==> src/rtl/basic_gate_pkg.sv <==
// Shared definitions for the basic gate tester: FSM encoding, fail_mask bit
// positions, vector count and small helpers used by the tester datapath.
package basic_gate_pkg;

  // Tester FSM states
  typedef enum logic [1:0] {
    ST_IDLE   = 2'd0,
    ST_SETTLE = 2'd1,
    ST_CHECK  = 2'd2,
    ST_DONE   = 2'd3
  } state_t;

  // Bit positions of each gate inside fail_mask and the packed gate vectors
  localparam int GATE_AND  = 0;
  localparam int GATE_OR   = 1;
  localparam int GATE_NOT  = 2;
  localparam int GATE_NAND = 3;
  localparam int GATE_NOR  = 4;
  localparam int GATE_XOR  = 5;
  localparam int GATE_XNOR = 6;
  localparam int NUM_GATES = 7;

  // Exhaustive two-input stimulus: 00, 01, 10, 11
  localparam int NUM_VECTORS = 4;
  localparam int VEC_W       = 2;

  // Settle counter and error counter widths
  localparam int SETTLE_W = 4;
  localparam int ERR_W    = 3;

  typedef logic [NUM_GATES-1:0] gate_vec_t;

  // Saturating error counter step: counts failing vectors, never past NUM_VECTORS
  function automatic logic [ERR_W-1:0] err_next(input logic [ERR_W-1:0] count,
                                                input logic             hit);
    logic [ERR_W-1:0] result;
    result = count;
    if (hit && (count < ERR_W'(NUM_VECTORS))) begin
      result = count + ERR_W'(1);
    end
    return result;
  endfunction

  // Stimulus bits for a vector index, in1 is the MSB
  function automatic logic [VEC_W-1:0] vector_bits(input logic [VEC_W-1:0] idx);
    return idx;
  endfunction

endpackage

==> src/rtl/basic_gate.sv <==
// Golden two-input gate block. The tester uses one instance of it as the
// reference model for the gate under test.
module basic_gate (
  input  logic in1,
  input  logic in2,
  output logic out_and,
  output logic out_or,
  output logic out_not,
  output logic out_nand,
  output logic out_nor,
  output logic out_xor,
  output logic out_xnor
);

  // Pure combinational reference functions; NOT only looks at in1
  always_comb begin
    out_and  = in1 & in2;
    out_or   = in1 | in2;
    out_not  = ~in1;
    out_nand = ~(in1 & in2);
    out_nor  = ~(in1 | in2);
    out_xor  = in1 ^ in2;
    out_xnor = ~(in1 ^ in2);
  end

endmodule

==> src/rtl/basic_gate_tester.sv <==
// Exhaustive tester for a two-input basic gate block. Walks the four input
// vectors, lets each settle for SETTLE_CYCLES cycles, then compares the seven
// observed outputs against a golden basic_gate fed from the same stimulus.
// SETTLE_CYCLES must lie in 1..15 so it fits the 4-bit settle counter.
module basic_gate_tester
  import basic_gate_pkg::*;
#(
  parameter int SETTLE_CYCLES = 2
) (
  input  logic                 clk,
  input  logic                 rst,
  input  logic                 start,
  output logic                 drv_in1,
  output logic                 drv_in2,
  input  logic                 obs_and,
  input  logic                 obs_or,
  input  logic                 obs_not,
  input  logic                 obs_nand,
  input  logic                 obs_nor,
  input  logic                 obs_xor,
  input  logic                 obs_xnor,
  output logic                 busy,
  output logic                 done,
  output logic                 pass,
  output logic [NUM_GATES-1:0] fail_mask,
  output logic [ERR_W-1:0]     err_count
);

  localparam logic [SETTLE_W-1:0] SETTLE_LAST = SETTLE_W'(SETTLE_CYCLES - 1);
  localparam logic [VEC_W-1:0]    LAST_VEC    = VEC_W'(NUM_VECTORS - 1);

  state_t               state;
  logic [SETTLE_W-1:0]  settle_cnt;
  logic [VEC_W-1:0]     vec_idx;
  logic [VEC_W-1:0]     next_vec;

  logic                 gold_and;
  logic                 gold_or;
  logic                 gold_not;
  logic                 gold_nand;
  logic                 gold_nor;
  logic                 gold_xor;
  logic                 gold_xnor;

  gate_vec_t            expected;
  gate_vec_t            observed;
  gate_vec_t            mismatch;
  gate_vec_t            mask_after_check;
  logic                 any_mismatch;

  // Reference outputs come from the registered stimulus, so they are stable
  // for the whole settle window just like the gate under test
  basic_gate u_golden (
    .in1      (drv_in1),
    .in2      (drv_in2),
    .out_and  (gold_and),
    .out_or   (gold_or),
    .out_not  (gold_not),
    .out_nand (gold_nand),
    .out_nor  (gold_nor),
    .out_xor  (gold_xor),
    .out_xnor (gold_xnor)
  );

  // Pack reference and observed outputs into fail_mask bit order and compare
  always_comb begin
    expected            = '0;
    observed            = '0;
    expected[GATE_AND]  = gold_and;
    expected[GATE_OR]   = gold_or;
    expected[GATE_NOT]  = gold_not;
    expected[GATE_NAND] = gold_nand;
    expected[GATE_NOR]  = gold_nor;
    expected[GATE_XOR]  = gold_xor;
    expected[GATE_XNOR] = gold_xnor;
    observed[GATE_AND]  = obs_and;
    observed[GATE_OR]   = obs_or;
    observed[GATE_NOT]  = obs_not;
    observed[GATE_NAND] = obs_nand;
    observed[GATE_NOR]  = obs_nor;
    observed[GATE_XOR]  = obs_xor;
    observed[GATE_XNOR] = obs_xnor;
    mismatch            = expected ^ observed;
    any_mismatch        = |mismatch;
    mask_after_check    = fail_mask | mismatch;
    next_vec            = vec_idx + VEC_W'(1);
  end

  // Run sequencer: all outputs are registered here so they are glitch-free
  always_ff @(posedge clk or posedge rst) begin
    if (rst) begin
      state      <= ST_IDLE;
      settle_cnt <= '0;
      vec_idx    <= '0;
      drv_in1    <= 1'b0;
      drv_in2    <= 1'b0;
      busy       <= 1'b0;
      done       <= 1'b0;
      pass       <= 1'b0;
      fail_mask  <= '0;
      err_count  <= '0;
    end else begin
      done <= 1'b0;
      case (state)
        ST_IDLE: begin
          if (start) begin
            state              <= ST_SETTLE;
            settle_cnt         <= '0;
            vec_idx            <= '0;
            {drv_in1, drv_in2} <= vector_bits('0);
            busy               <= 1'b1;
            pass               <= 1'b0;
            fail_mask          <= '0;
            err_count          <= '0;
          end
        end

        ST_SETTLE: begin
          if (settle_cnt == SETTLE_LAST) begin
            settle_cnt <= '0;
            state      <= ST_CHECK;
          end else begin
            settle_cnt <= settle_cnt + SETTLE_W'(1);
          end
        end

        ST_CHECK: begin
          fail_mask <= mask_after_check;
          err_count <= err_next(err_count, any_mismatch);
          if (vec_idx == LAST_VEC) begin
            // Pass is judged on the mask including this last vector
            state              <= ST_DONE;
            busy               <= 1'b0;
            done               <= 1'b1;
            pass               <= (mask_after_check == '0);
            {drv_in1, drv_in2} <= 2'b00;
          end else begin
            state              <= ST_SETTLE;
            vec_idx            <= next_vec;
            {drv_in1, drv_in2} <= vector_bits(next_vec);
          end
        end

        ST_DONE: begin
          // start is deliberately not sampled here; one IDLE cycle follows
          state <= ST_IDLE;
        end

        default: begin
          state <= ST_IDLE;
          busy  <= 1'b0;
        end
      endcase
    end
  end

endmodule

==> config.mk <==
export PLATFORM = sky130hd
export DESIGN_NAME = basic_gate_tester
export DESIGN_NICKNAME = d
export VERILOG_FILES = /design/src/rtl/basic_gate_pkg.sv /design/src/rtl/basic_gate.sv /design/src/rtl/basic_gate_tester.sv
export SDC_FILE = /design/constraint.sdc
export NUM_CORES = 1
export LEC_CHECK = 0
export ABC_AREA = 1
export CELL_PAD_IN_SITES_DETAIL_PLACEMENT = 2
export CELL_PAD_IN_SITES_GLOBAL_PLACEMENT = 2
export CORE_ASPECT_RATIO = 0.5
export CORE_MARGIN = 2
export CORE_UTILIZATION = 29
export DETAILED_ROUTE_END_ITERATION = 8
export PLACE_DENSITY = 0.76
export RECOVER_POWER = 50
export REMOVE_ABC_BUFFERS = 1
export SLEW_MARGIN = 40
export SYNTH_ARGS = -nofsm -noshare
export SYNTH_HDL_FRONTEND = slang
export SYNTH_SLANG_ARGS = --single-unit
==> constraint.sdc <==
create_clock -name clk -period 3.7 [get_ports clk]
set_clock_uncertainty 0.15 [all_clocks]
set_input_delay 0.74 -clock clk [delete_from_list [all_inputs] [get_ports clk]]
set_output_delay 0.74 -clock clk [all_outputs]
set_load 0.02 [all_outputs]
# Word level (Yosys, flattened, before mapping)
# Cells that the tools add are included.
# Widths: inputs -> output; s select.
op_classes:
  addsub: 3
  order_cmp: 1
  n_eq_ne: 10
  mux: 27
  bitwise_logic: 9
  n_reduce_logical: 12
ops:
  columns: ["op", "n"]
  rows:
  - ["$pmux 7 s2", 1]
  - ["$mux 2", 5]
  - ["$ne 2x2->1 const B", 5]
  - ["$reduce_and 3->1", 3]
  - ["$mux 1", 8]
  - ["$mux 4", 2]
  - ["$pmux 1 s2", 4]
  - ["$pmux 2 s4", 1]
  - ["$pmux 4 s2", 1]
  - ["$logic_not 7->1", 1]
  - ["$mux 7", 1]
  - ["$or 7x7->7", 1]
  - ["$reduce_or 7->1", 1]
  - ["$xor 7x7->7", 1]
  - ["$eq 2x2->1 const B", 3]
  - ["$mux 3", 2]
  - ["$pmux 3 s2", 1]
  - ["$reduce_and 2->1", 3]
  - ["$add 4x1->4 const B", 1]
  - ["$eq 4x1->1 const B", 1]
  - ["$not 1->1", 4]
  - ["$pmux 2 s2", 1]
  - ["$reduce_bool 2->1", 2]
  - ["$add 3x1->3 const B", 1]
  - ["other kinds (8)", 8]
word_totals:
  register_bits: 23
  input_bits: 10
  out_inout_bits: 15
  wordCells: 72

# Depth between registers and ports, before layout
depth:
  ltp_word: 7
  ltp_mapped: 12
  mapped_depth_nobuf: 12

# Cells and area by module
# From an unflattened synthesis, not the netlist that was laid out.
unflattened:
  hier_cells: 165
  area_unflattened_um2: 1282.5
modules_own_cells:
  columns: ["module", "instances", "cells_per_inst", "area_per_inst_um2", "seq_area_each_um2"]
  rows:
  - ["basic_gate_tester", 1, 156, 1213.7, 575.6]
  - ["basic_gate", 1, 9, 68.8, 0.0]

# Worst setup path after synthesis
# No wires, ideal clock.
synth_path:
  path_kind: "register to register"
  startpoint: "reg drv_in1"
  endpoint: "reg fail_mask[6]"
  setup_time_ns: 0.121
  arrival_ns: 1.479
  required_ns: 3.429
  path_slack_ns: 1.950
  path_stages_with_launch: 6
  n_path_buf: 0
  period_less_slack_ns: 1.750
  path_cell_list: "dfrtp_1 -> inv_1 -> ha_1 -> xnor2_1 -> or2_2 -> a22o_1"
synth_between:
  elab_chain_len: 5
synth_lines:
  columns: ["item", "line_no", "rtl"]
  rows:
  - ["from (decl)", "basic_gate_tester.sv:13", "output logic drv_in1,"]
  - ["from (signal assigned)", "basic_gate_tester.sv:110", "{drv_in1, drv_in2} <= vector_bits('0);"]
  - ["from (signal assigned)", "basic_gate_tester.sv:140", "{drv_in1, drv_in2} <= vector_bits(next_vec);"]
  - ["$xor 1x1->1", "basic_gate.sv:23", "out_xnor = ~(in1 ^ in2);"]
  - ["$not 1->1", "basic_gate.sv:23", null]
  - ["$xor 7x7->7", "basic_gate_tester.sv:83", "mismatch = expected ^ observed;"]
  - ["$or 7x7->7", "basic_gate_tester.sv:85", "mask_after_check = fail_mask | mismatch;"]
  - ["$pmux 7 s2", "basic_gate_tester.sv:104", "case (state)"]
  - ["to (signal assigned)", "basic_gate_tester.sv:128", "fail_mask <= mask_after_check;"]
  - ["to (decl)", "basic_gate_tester.sv:25", "output logic [NUM_GATES-1:0] fail_mask,"]
# Every way passes these cells.
# A chain may end at the register's enable or synchronous reset.

# Worst setup path in the final report
layout_path:
  startpoint: "in start"
  endpoint: "reg vec_idx[0]"
layout_between:
  elab_chain_len: 2
layout_lines:
  columns: ["item", "line_no", "rtl"]
  rows:
  - ["from (decl)", "basic_gate_tester.sv:12", "input logic start,"]
  - ["$ne 2x2->1 (no line)", null, null]
  - ["$reduce_and 3->1 (no line)", null, null]
  - ["to (signal assigned)", "basic_gate_tester.sv:139", "vec_idx <= next_vec;"]
  - ["to (decl)", "basic_gate_tester.sv:34", "logic [VEC_W-1:0] vec_idx;"]
# Every way passes these cells.

==> flow_summary_export.csv <==
group,metric,value,unit
logic_synthesis,synth_area_leaders,"dfrtp_1 (47%), nand2_1 (16%), inv_1 (7.4%)",
logic_synthesis,synthArstFlopShare,100,%
timing,rsz0062_at_grt,"false",
outcome,status,"finished clean",
placement,port_buffers,24,
timing,max_slew_margin,40.7,%
worst_setup_path,worstPathRequired,3690,ps
worst_hold_path,hold_path_class,"reg -> reg",
timing,tightest_slew,888,ps
logic_synthesis,postSynthCellCount,157,
die,die_x,95.8,µm
final_layout,area_delta_synth_final,26.2,%
global_route,grt_max_degree,24,
worst_setup_path,cpPeakStageDelay,530,ps
job,maxCapViolations,0,
drt,drc,0,
logic_synthesis,yosysTopAreaCell,"dfrtp_1",
timing,setup_tns,0,ps
final_layout,nFillCells,471,
timing,setup_viol_count_final,0,
timing,fin_crit_sh,59.9,%
global_route,gr-usage-all-layers,15.7,%
drt,vias,1091,
logic_synthesis,ys.flop_type,"dfrtp_1",
logic_synthesis,synth.top_cell.area_share,47.1,%
timing,max_freq,452,MHz
timing,layout_setup_ws,1490,ps
worst_setup_path,start_kind,"input pin",
worst_setup_path,critical_path.max_fanout,13,
worst_setup_path,worstSetupPathType,"in -> reg",
worst_setup_path,crit_slowest_cell,"dlygate4sd3_1",
cts,clock_sinks,23,
timing,finalHoldViolations,0,
final_layout,seqCellArea,576,µm²
placement,place_ws,1280,ps
drt,detail_route.wl_per_cell,13.9,µm
power,ir_worst_vdd,0.000218,V
logic_synthesis,synth-edff-count,0,
final_layout,multi_input_area,517,µm²
die,die_area,4780,µm²
die,fp.dieH,49.9,µm
cts,cts_max_level,1,
logic_synthesis,synth-seq-cells,23,
die,ioPinCount,25,
final_layout,drive_gt1_share,3.83,%
worst_setup_path,path_cells,"dlygate4sd3_1 > nand2_1 > o21ai_0 > nand3_1 > o21ai_0",
global_route,grt_overflow_total,0,
cts,clk_pin_slew,80,ps
die,placementRows,16,
worst_setup_path,endpoint_kind,"register",
cts,cts_setup_buffers,0,
global_route,grt_pass1_vias,1171,
cts,cts_buffer_depth,2,
logic_synthesis,syn_area_per_cell,7.79,µm²
timing,period_minus_slack,2210,ps
cts,cts_buffers,3,
drt,drt-total-wl,3280,µm
die,core-area,3960,µm²
drt,drt-initial-drc-count,46,
global_route,grt_pass1_wl,5740,µm
power,power_density,727,nW/µm²
die,initial_core_util,30.8,%
placement,dp_hpwl,2650,µm
logic_synthesis,yosysWarnings,0,
cts,ctsResizeCount,0,
worst_setup_path,path_common_cell,"o21ai_0",
power,power_leakage,0.788,nW
drt,postRouteAntennaNets,0,
logic_synthesis,ys_seq_area_share,47.1,%
worst_setup_path,cp.arrival,2210,ps
cts,cts_tree,"yes",
drt,firstDrtPassIters,4,
drt,vias_per_cell,4.60,
timing,slew_violations,0,
placement,place_congestion,0.752,
final_layout,nets,200,
final_layout,num_antenna_cells,0,
logic_synthesis,synth_cell_type_count,22,
cts,cts_hold_buf,0,
logic_synthesis,syn_area,1220,µm²
global_route,grt_antenna_before_repair,0,
cts,clk_latency,270,ps
cts,root_buffer,"clkbuf_8",
## flip-flops by register name, summed over array words and instances, names as in the netlist
register,count
drv_in2,1
fail_mask,7
drv_in1,1
settle_cnt,4
err_count,3
done,1
vec_idx,2
busy,1
state,2
pass,1
## area by class of cell
cell class                      count  area share, %
Multi-Input combinational cell    106           33.5
Inverter                           26           6.33
Tap cell                           54           4.38
Sequential cell                    23           37.3
Clock buffer                        4           2.92
Timing Repair Buffer               24           15.6
## stage by stage
step,utilization (%),power [W],hold WS [ps],instances,area [µm²]
CTS,39.3,0.00116,375,237,1560
detailed placement,38.1,0.000990,351,233,1510
floorplan,-,0.000764,342,155,1200
global route,38.9,0.00123,399,237,1540
global placement,38.1,0.000963,336,233,1510
finish,38.9,0.00112,368,237,1540
## power by group
group	leakage (nW)	switching, W	internal [W]
sequential	0.299	0.0000696	0.000340
combinational	0.466	0.000338	0.000215
clock	0.0228	0.0000819	0.0000770
## cells by family (layout without fill, tap and decap cells)
logic type,after synthesis,after routing,synth area share (%)
buf+inv,28,54,9.52
xor+xnor,4,4,2.87
compound gates,20,20,9.11
simple gates,76,76,25.3
fa+ha+maj,6,6,6.14
flops,23,23,47.1
## worst paths after layout
path / endpoint / from / cells past startpoint / slack [ps]
min in group asynchronous: vec_idx[1] / rst / 2 / 960
worst min register to register: busy / busy / 2 / 370
worst max-delay path: vec_idx[0] / start / 5 / 1490
max in group asynchronous: err_count[2] / rst / 2 / 1900
worst max register to register: pass / state[1] / 8 / 1550
worst min-delay path: busy / busy / 2 / 370
## layout by cell type (no fill, tap or decap)
cell type | netlist | routed
nor2_1 | 14 | 15
xor2_1 | 2 | 2
o22ai_1 | 2 | 2
xnor2_1 | 2 | 2
a21oi_1 | 9 | 9
dlygate4sd3_1 | 0 | 2
nand2_2 | 1 | 1
nor3_1 | 1 | 1
clkbuf_1 | 0 | 1
a31oi_1 | 1 | 1
nand2_1 | 51 | 52
inv_2 | 2 | 2
or2_2 | 1 | 1
dfrtp_1 | 23 | 23
clkbuf_8 | 0 | 3
a22o_1 | 1 | 1
o21ai_0 | 6 | 7
ha_1 | 6 | 6
nand3_1 | 6 | 6
inv_1 | 24 | 24
clkdlybuf4s50_1 | 0 | 22
## synthesized netlist by cell type, types with 2 or more instances
cell type and number:
ha_1 6, nand3_1 6, inv_2 2, xnor2_1 2, a21oi_1 9, nand2_1 51, inv_1 24, dfrtp_1 23
o21ai_0 6, o22ai_1 2, nor2_1 14, xor2_1 2
## critical path: cells and delay by family
family,cells,cell delay [ps]
simple gates,2,540
buf+inv,1,530
compound gates,2,400
## metal layers
| layer | vias up | part of all wire [%] | GRT usage [%] |
|---|---|---|---|
| met5 | - | 0 | 0 |
| met4 | 0 | 0.79 | 4.29 |
| met3 | 3 | 2.6 | 2.75 |
| met2 | 17 | 49 | 26.7 |
| met1 | 531 | 48 | 20.6 |
| li1 | 540 | - | - |
(Power assumes the default switching activity.)
